### src/rtl/siso_arb_ctrl.sv
// Two-channel round-robin arbiter that sends the granted word MSB-first through
// a DEPTH-stage serial line and reassembles it at the far end for a ready/valid consumer.
module siso_arb_ctrl #(
  parameter int WIDTH = 4,
  parameter int DEPTH = 4
) (
  input  logic             clk,
  input  logic             rst,
  input  logic             req0,
  input  logic [WIDTH-1:0] data0,
  output logic             ack0,
  input  logic             req1,
  input  logic [WIDTH-1:0] data1,
  output logic             ack1,
  output logic             out_valid,
  input  logic             out_ready,
  output logic [WIDTH-1:0] out_data,
  output logic             out_id,
  output logic             busy,
  output logic             ser_mon
);

  localparam int RUN_LEN = WIDTH + DEPTH;
  localparam int CW      = $clog2(RUN_LEN + 1);
  localparam logic [CW-1:0] W_C    = CW'(WIDTH);
  localparam logic [CW-1:0] D_C    = CW'(DEPTH);
  localparam logic [CW-1:0] LAST_C = CW'(RUN_LEN - 1);

  typedef enum logic [1:0] {IDLE, RUN, DONE} state_t;

  state_t           state_q, state_d;
  logic             rr_q, rr_d;
  logic [CW-1:0]    cnt_q, cnt_d;
  logic [WIDTH-1:0] word_q, word_d;
  logic             id_q, id_d;
  logic [DEPTH-1:0] line_q, line_d;
  logic [WIDTH-1:0] col_q, col_d;
  logic             ser_in;
  logic             grant1;

  always_ff @(posedge clk or posedge rst) begin
    if (rst) begin
      state_q <= IDLE;
      rr_q    <= 1'b0;
      cnt_q   <= '0;
      word_q  <= '0;
      id_q    <= 1'b0;
      line_q  <= '0;
      col_q   <= '0;
    end else begin
      state_q <= state_d;
      rr_q    <= rr_d;
      cnt_q   <= cnt_d;
      word_q  <= word_d;
      id_q    <= id_d;
      line_q  <= line_d;
      col_q   <= col_d;
    end
  end

  always_comb begin
    state_d = state_q;
    rr_d    = rr_q;
    cnt_d   = cnt_q;
    word_d  = word_q;
    id_d    = id_q;
    col_d   = col_q;
    ser_in  = 1'b0;
    grant1  = req1 & (~req0 | rr_q);

    case (state_q)
      IDLE: begin
        if (req0 || req1) begin
          state_d = RUN;
          id_d    = grant1;
          word_d  = grant1 ? data1 : data0;
          rr_d    = ~grant1;
          cnt_d   = '0;
          col_d   = '0;
        end
      end
      RUN: begin
        // word_q is consumed MSB-first; the collector rebuilds it
        if (cnt_q < W_C) begin
          ser_in = word_q[WIDTH-1];
          word_d = word_q << 1;
        end
        if (cnt_q >= D_C)
          col_d = (col_q << 1) | WIDTH'(line_q[DEPTH-1]);
        if (cnt_q == LAST_C)
          state_d = DONE;
        else
          cnt_d = cnt_q + 1'b1;
      end
      DONE: begin
        if (out_ready)
          state_d = IDLE;
      end
      default: state_d = IDLE;
    endcase

    line_d[0] = ser_in;
    for (int i = 1; i < DEPTH; i++)
      line_d[i] = line_q[i-1];
  end

  assign ack0      = (state_q == RUN) && (cnt_q == '0) && !id_q;
  assign ack1      = (state_q == RUN) && (cnt_q == '0) &&  id_q;
  assign out_valid = (state_q == DONE);
  assign out_data  = (state_q == DONE) ? col_q : '0;
  assign out_id    = (state_q == DONE) && id_q;
  assign busy      = (state_q != IDLE);
  assign ser_mon   = line_q[DEPTH-1];

endmodule

### config.mk
export PLATFORM = sky130hd
export DESIGN_NAME = siso_arb_ctrl
export DESIGN_NICKNAME = d
export VERILOG_FILES = /design/src/rtl/siso_arb_ctrl.sv
export SDC_FILE = /design/constraint.sdc
export NUM_CORES = 1
export LEC_CHECK = 0
export CORE_MARGIN = 4
export CORE_UTILIZATION = 48
export DETAILED_ROUTE_END_ITERATION = 12
export HOLD_SLACK_MARGIN = 0.06
export MAX_ROUTING_LAYER = met4
export PLACE_DENSITY = 0.89
export SETUP_SLACK_MARGIN = 0.02
export SYNTH_ARGS = -nofsm -noshare
export SYNTH_HDL_FRONTEND = slang
export SYNTH_SLANG_ARGS = --single-unit
### constraint.sdc
create_clock -name clk -period 1.7 [get_ports clk]
set_input_delay 0.34 -clock clk [delete_from_list [all_inputs] [get_ports clk]]
set_output_delay 0.34 -clock clk [all_outputs]
set_load 0.02 [all_outputs]
# Yosys cells after proc, flatten, opt, wreduce, memory -nomap -nowiden
# Cells that the tools add are included.
dict set report totals {
  out_inout_bits 10
  input_bits 13
  reg_bits 20
}
dict set report classes {
  eq_ne 9
  n_mux 16
  reduce_logical 15
  addsub 1
  n_lt_le_gt_ge 2
  bitwise 5
}
# operator count
set ops {}
lappend ops {{$mux 4} 7}
lappend ops {{$pmux 4 s2} 3}
lappend ops {{$reduce_and 3->1} 4}
lappend ops {{$ne 2x2->1 const B} 5}
lappend ops {{$mux 2} 3}
lappend ops {{$pmux 2 s3} 1}
lappend ops {{$add 4x1->4 const B} 1}
lappend ops {{$eq 4x3->1 const B} 1}
lappend ops {{$ge 4x3->1 const B} 1}
lappend ops {{$logic_and 1x1->1} 4}
lappend ops {{$logic_not 4->1} 1}
lappend ops {{$lt 4x3->1 const B} 1}
lappend ops {{$or 4x1->4} 1}
lappend ops {{$reduce_bool 2->1} 2}
lappend ops {{$eq 2x1->1 const B} 1}
lappend ops {{$eq 2x2->1 const B} 1}
lappend ops {{$logic_not 2->1} 1}
lappend ops {{$mux 1} 2}
lappend ops {{$ne 2x1->1 const B} 1}
lappend ops {{$not 1->1} 2}
lappend ops {{$reduce_and 2->1} 1}
lappend ops {{$and 1x1->1} 1}
lappend ops {{$logic_not 1->1} 1}
lappend ops {{$logic_or 1x1->1} 1}
lappend ops {{$or 1x1->1} 1}

# Logic depth before layout (Yosys ltp)
dict set report logic_depth {
  depth_word 6
  depth_mapped 6
}

# Least setup slack after synthesis
# OpenSTA, ideal clock, no wires.
dict set report synth_path {
  path_kind {register to output}
  start {register state_q[1]}
  end {output out_data[0]}
  t_required_ns 1.360
  arrival_time_ns 1.288
  path_buffers 0
  stages_incl_launch_ff 4
  path_slack_ns 0.072
  path_cell_list {dfrtp_1 -> nor2b_1 -> inv_1 -> nor2_1}
}
dict set report synth_via {
  elab_chain_cells 2
}
# element line_no
set synth_lines {}
lappend synth_lines {{from (decl)} 31} ;# state_t state_q, state_d;
lappend synth_lines {{from (signal assigned)} 51} ;# state_q <= state_d;
lappend synth_lines {{$eq 2x2->1} --}
lappend synth_lines {{via out_valid} 15} ;# output logic out_valid,
lappend synth_lines {{$mux 4} 110} ;# assign out_data = (state_q == DONE) ? col_q : '0;
lappend synth_lines {{to (decl)} 17} ;# output logic [WIDTH-1:0] out_data,
# The timed path passes the listed nets, and every way through them passes these cells.

# Worst setup path after layout
dict set report layout_path {
  start {register state_q[1]}
  end {output out_id}
}
dict set report layout_via {
  elab_chain_cells 2
}
# element line_no
set layout_lines {}
lappend layout_lines {{$eq 2x2->1} 111} ;# assign out_id = (state_q == DONE) && id_q;
lappend layout_lines {{$logic_and 1x1->1} 111}
lappend layout_lines {{to (decl)} 18} ;# output logic out_id,
# Every way passes these cells.

==> results.md <==
- Status: complete, but fails checks
- Failing checks: setup timing
- Die Ht: 52.8 µm
- Residual DRC: 0
- Setup violators final: 1
- Skew-Pair Late Insertion Delay: 0.29 ns
- YS warnings: 0
- Die area: 2780 µm²
- RSZ-0062 raised after global routing: yes
- Vias per std cell: 5.28
- Ys async rst share: 1.00
- Clock skew: 0.00386 ns
- Final hold violation count: 0
- Final WL: 2380 µm
- Total GRT Usage: 0.194
- Routed via count: 908
- Final RePlAce weighted congestion: 0.704
- Fmax: 581 MHz
- Routed len/inst: 13.8 µm
- Pwr/cell area: 1670 nW/µm²
- Min-delay worst type: input pin to async pin
- Area share of the largest cell type after synthesis: 0.520
- CTS Buffer Depth: 2
- Post-route ant nets: 0
- Lkg Pwr: 0.658 nW
- Syn Area/Cell: 9.16 µm²
- Core Region: 1820 µm²
- # clock sinks: 20
- Wire length of the first global-routing pass: 3780 µm
- H-Tree Depth: 1
- Critical path arrival: 1.38 ns
- Worst setup margin: -0.0199 ns
- # hold bufs at CTS: 0
- Number of synthesized flops with an enable pin: 0
- CTS root buf: clkbuf_4
- Top FF cell, synth: dfrtp_1
- Mapped cell area: 962 µm²
- DRT iter0 DRCs: 25
- CTS tree: built
- Placed instance count: 166
- Flops & latches, synth: 20
- Unique cell type count in the Yosys netlist: 25
- Synth area leader: dfrtp_1
- GRT met2 Usage: 0.326
- Slew Limit Headroom: 0.623
- Design Power: 2.37 mW
- Fin crit share: 1.01
- Reg-to-Reg Start: state_q[1]
- Clock slew at reported path FFs: 0.11 ns
- Max-cap viol count: 0
- Gr busiest metal: met2
- Top-count cell post-synth: dfrtp_1
- Syn nets: 120
- Initial antenna violation count: 0
- Worst-margin pin slew: 0.561 ns
- Rows: 15
- CP max FO: 2
- Port bufs: 22
- Worst Setup End Kind: output pin
- Vias in the first global route: 902
- DP HPWL: 1790 µm
- Met3 Resource Use GR: 0.0541
- Reg2reg setup slack: 0.08 ns
- TritonCTS Buffers: 3
- Reg2reg end: word_q[3]
- Commonest cells in the netlist: dfrtp_1 (20), inv_1 (14), nand2_1 (11), nor2_1 (11)
- Layout cells sized above 1: 0.327
- DRT Pass-1 Iters: 4
- CP Class: register to output pin
- Gr ovfl total: 0
- Tmin final: 1.72 ns
- Top Ports: 23
- Worst Setup Start Kind: register
- Sequential area share after synthesis: 0.520
- Initial core utilization: 0.529
- Cells after synthesis: 105
- Die W: 52.8 µm
- Fin cells: 172
- Max Transition Viols Final: 0
- M1 GR Usage: 0.224
- Antenna cells: 0
- Worst R2R Path Depth: 6
- Nets: 163
- Peak VDD IR: 1.23 mV
- P&R area growth vs syn: 47.5%
- Worst EP required: 1.36 ns
- Largest net degree at the start of global routing: 21
- Main area contributors after synthesis: dfrtp_1 (52%), inv_1 (5.5%), nand2_1 (4.3%)
flip-flops by register name (all words and copies together) (netlist names):
register and count:
cnt_q 4, col_q 4, id_q 1, line_q 4, rr_q 1, state_q 2, word_q 4
where the power goes:
group	leakage (nW)	switching, mW	total [mW]	internal [mW]
clock	0.0210	0.137	0.267	0.130
sequential	0.257	0.129	0.820	0.691
combinational	0.380	0.650	1.28	0.635
cells in the final DEF (no fill, tap or decap), types with 2 or more instances in the layout:
cell and instances:
buf_4 22, dfrtp_1 19, clkdlybuf4s50_1 13, inv_1 12, nand2_1 11, nand3_1 8, o21ai_0 8, nor2_1 7
buf_6 6, a21oi_1 4, or3_1 3, a32o_1 3, nor2_2 3, clkbuf_4 3, inv_2 2, o22ai_1 2
ha_1 2
worst max path at each step:
stage,to,startpoint,slack [ns]
final,out_id,state_q[1],-0.02
after global routing,ack0,cnt_q[3],-0.09
after CTS,out_id,state_q[1],-0.01
after detailed placement,word_q[3],req0,-0.18
after global placement,ack1,cnt_q[3],-0.14
after floorplan,out_data[0],state_q[1],0.07
stage by stage:
stage / hold slack [ns] / instance area [µm²] / TNS [ns] / util / setup WS, ns
after floorplan: 0.304 / 962 / 0 / - / 0.0717
after global placement: 0.336 / 1330 / -1.07 / 0.729 / -0.145
after detailed placement: 0.337 / 1330 / -1.59 / 0.729 / -0.176
after CTS: 0.353 / 1360 / -0.0316 / 0.749 / -0.0132
after global routing: 0.365 / 1420 / -0.559 / 0.779 / -0.0941
final: 0.356 / 1420 / -0.0199 / 0.779 / -0.0199
critical path: stages, from the launching register on:
cell     delay, ns
dfrtp_1       0.44
buf_6         0.14
nor2b_4       0.13
buf_6         0.11
and2_4        0.14
buf_6         0.12
metal layers:
layer  vias up  share of wire
li1        438              -
met1       436           0.41
met2        30           0.52
met3         4          0.055
met4         0          0.011
met5         -              0
what timing repair did:
action,CTS,global route
buffers inserted,0,2
pin swaps,1,4
setup endpoints to repair,9,13
gates resized for setup,50,15
cell type report:
cell class | instances | area (µm²)
clock buffer | 4 | 36.3
fill | 126 | 402
inverter | 14 | 52.6
multi-input combinational | 68 | 434
sequential | 20 | 502
tap | 25 | 31.3
timing repair buffer | 41 | 363
kinds of logic after synthesis:
| group | Yosys count | share of synthesized area |
|---|---|---|
| buffers and inverters | 17 | 0.0702 |
| AOI/OAI and AO/OA | 23 | 0.155 |
| and+or+nand+nor | 41 | 0.207 |
| DFF | 20 | 0.520 |
| muxes | 2 | 0.0221 |
| adders and majority gates | 2 | 0.0260 |
Note: power is estimated with default switching activity, not from simulation.
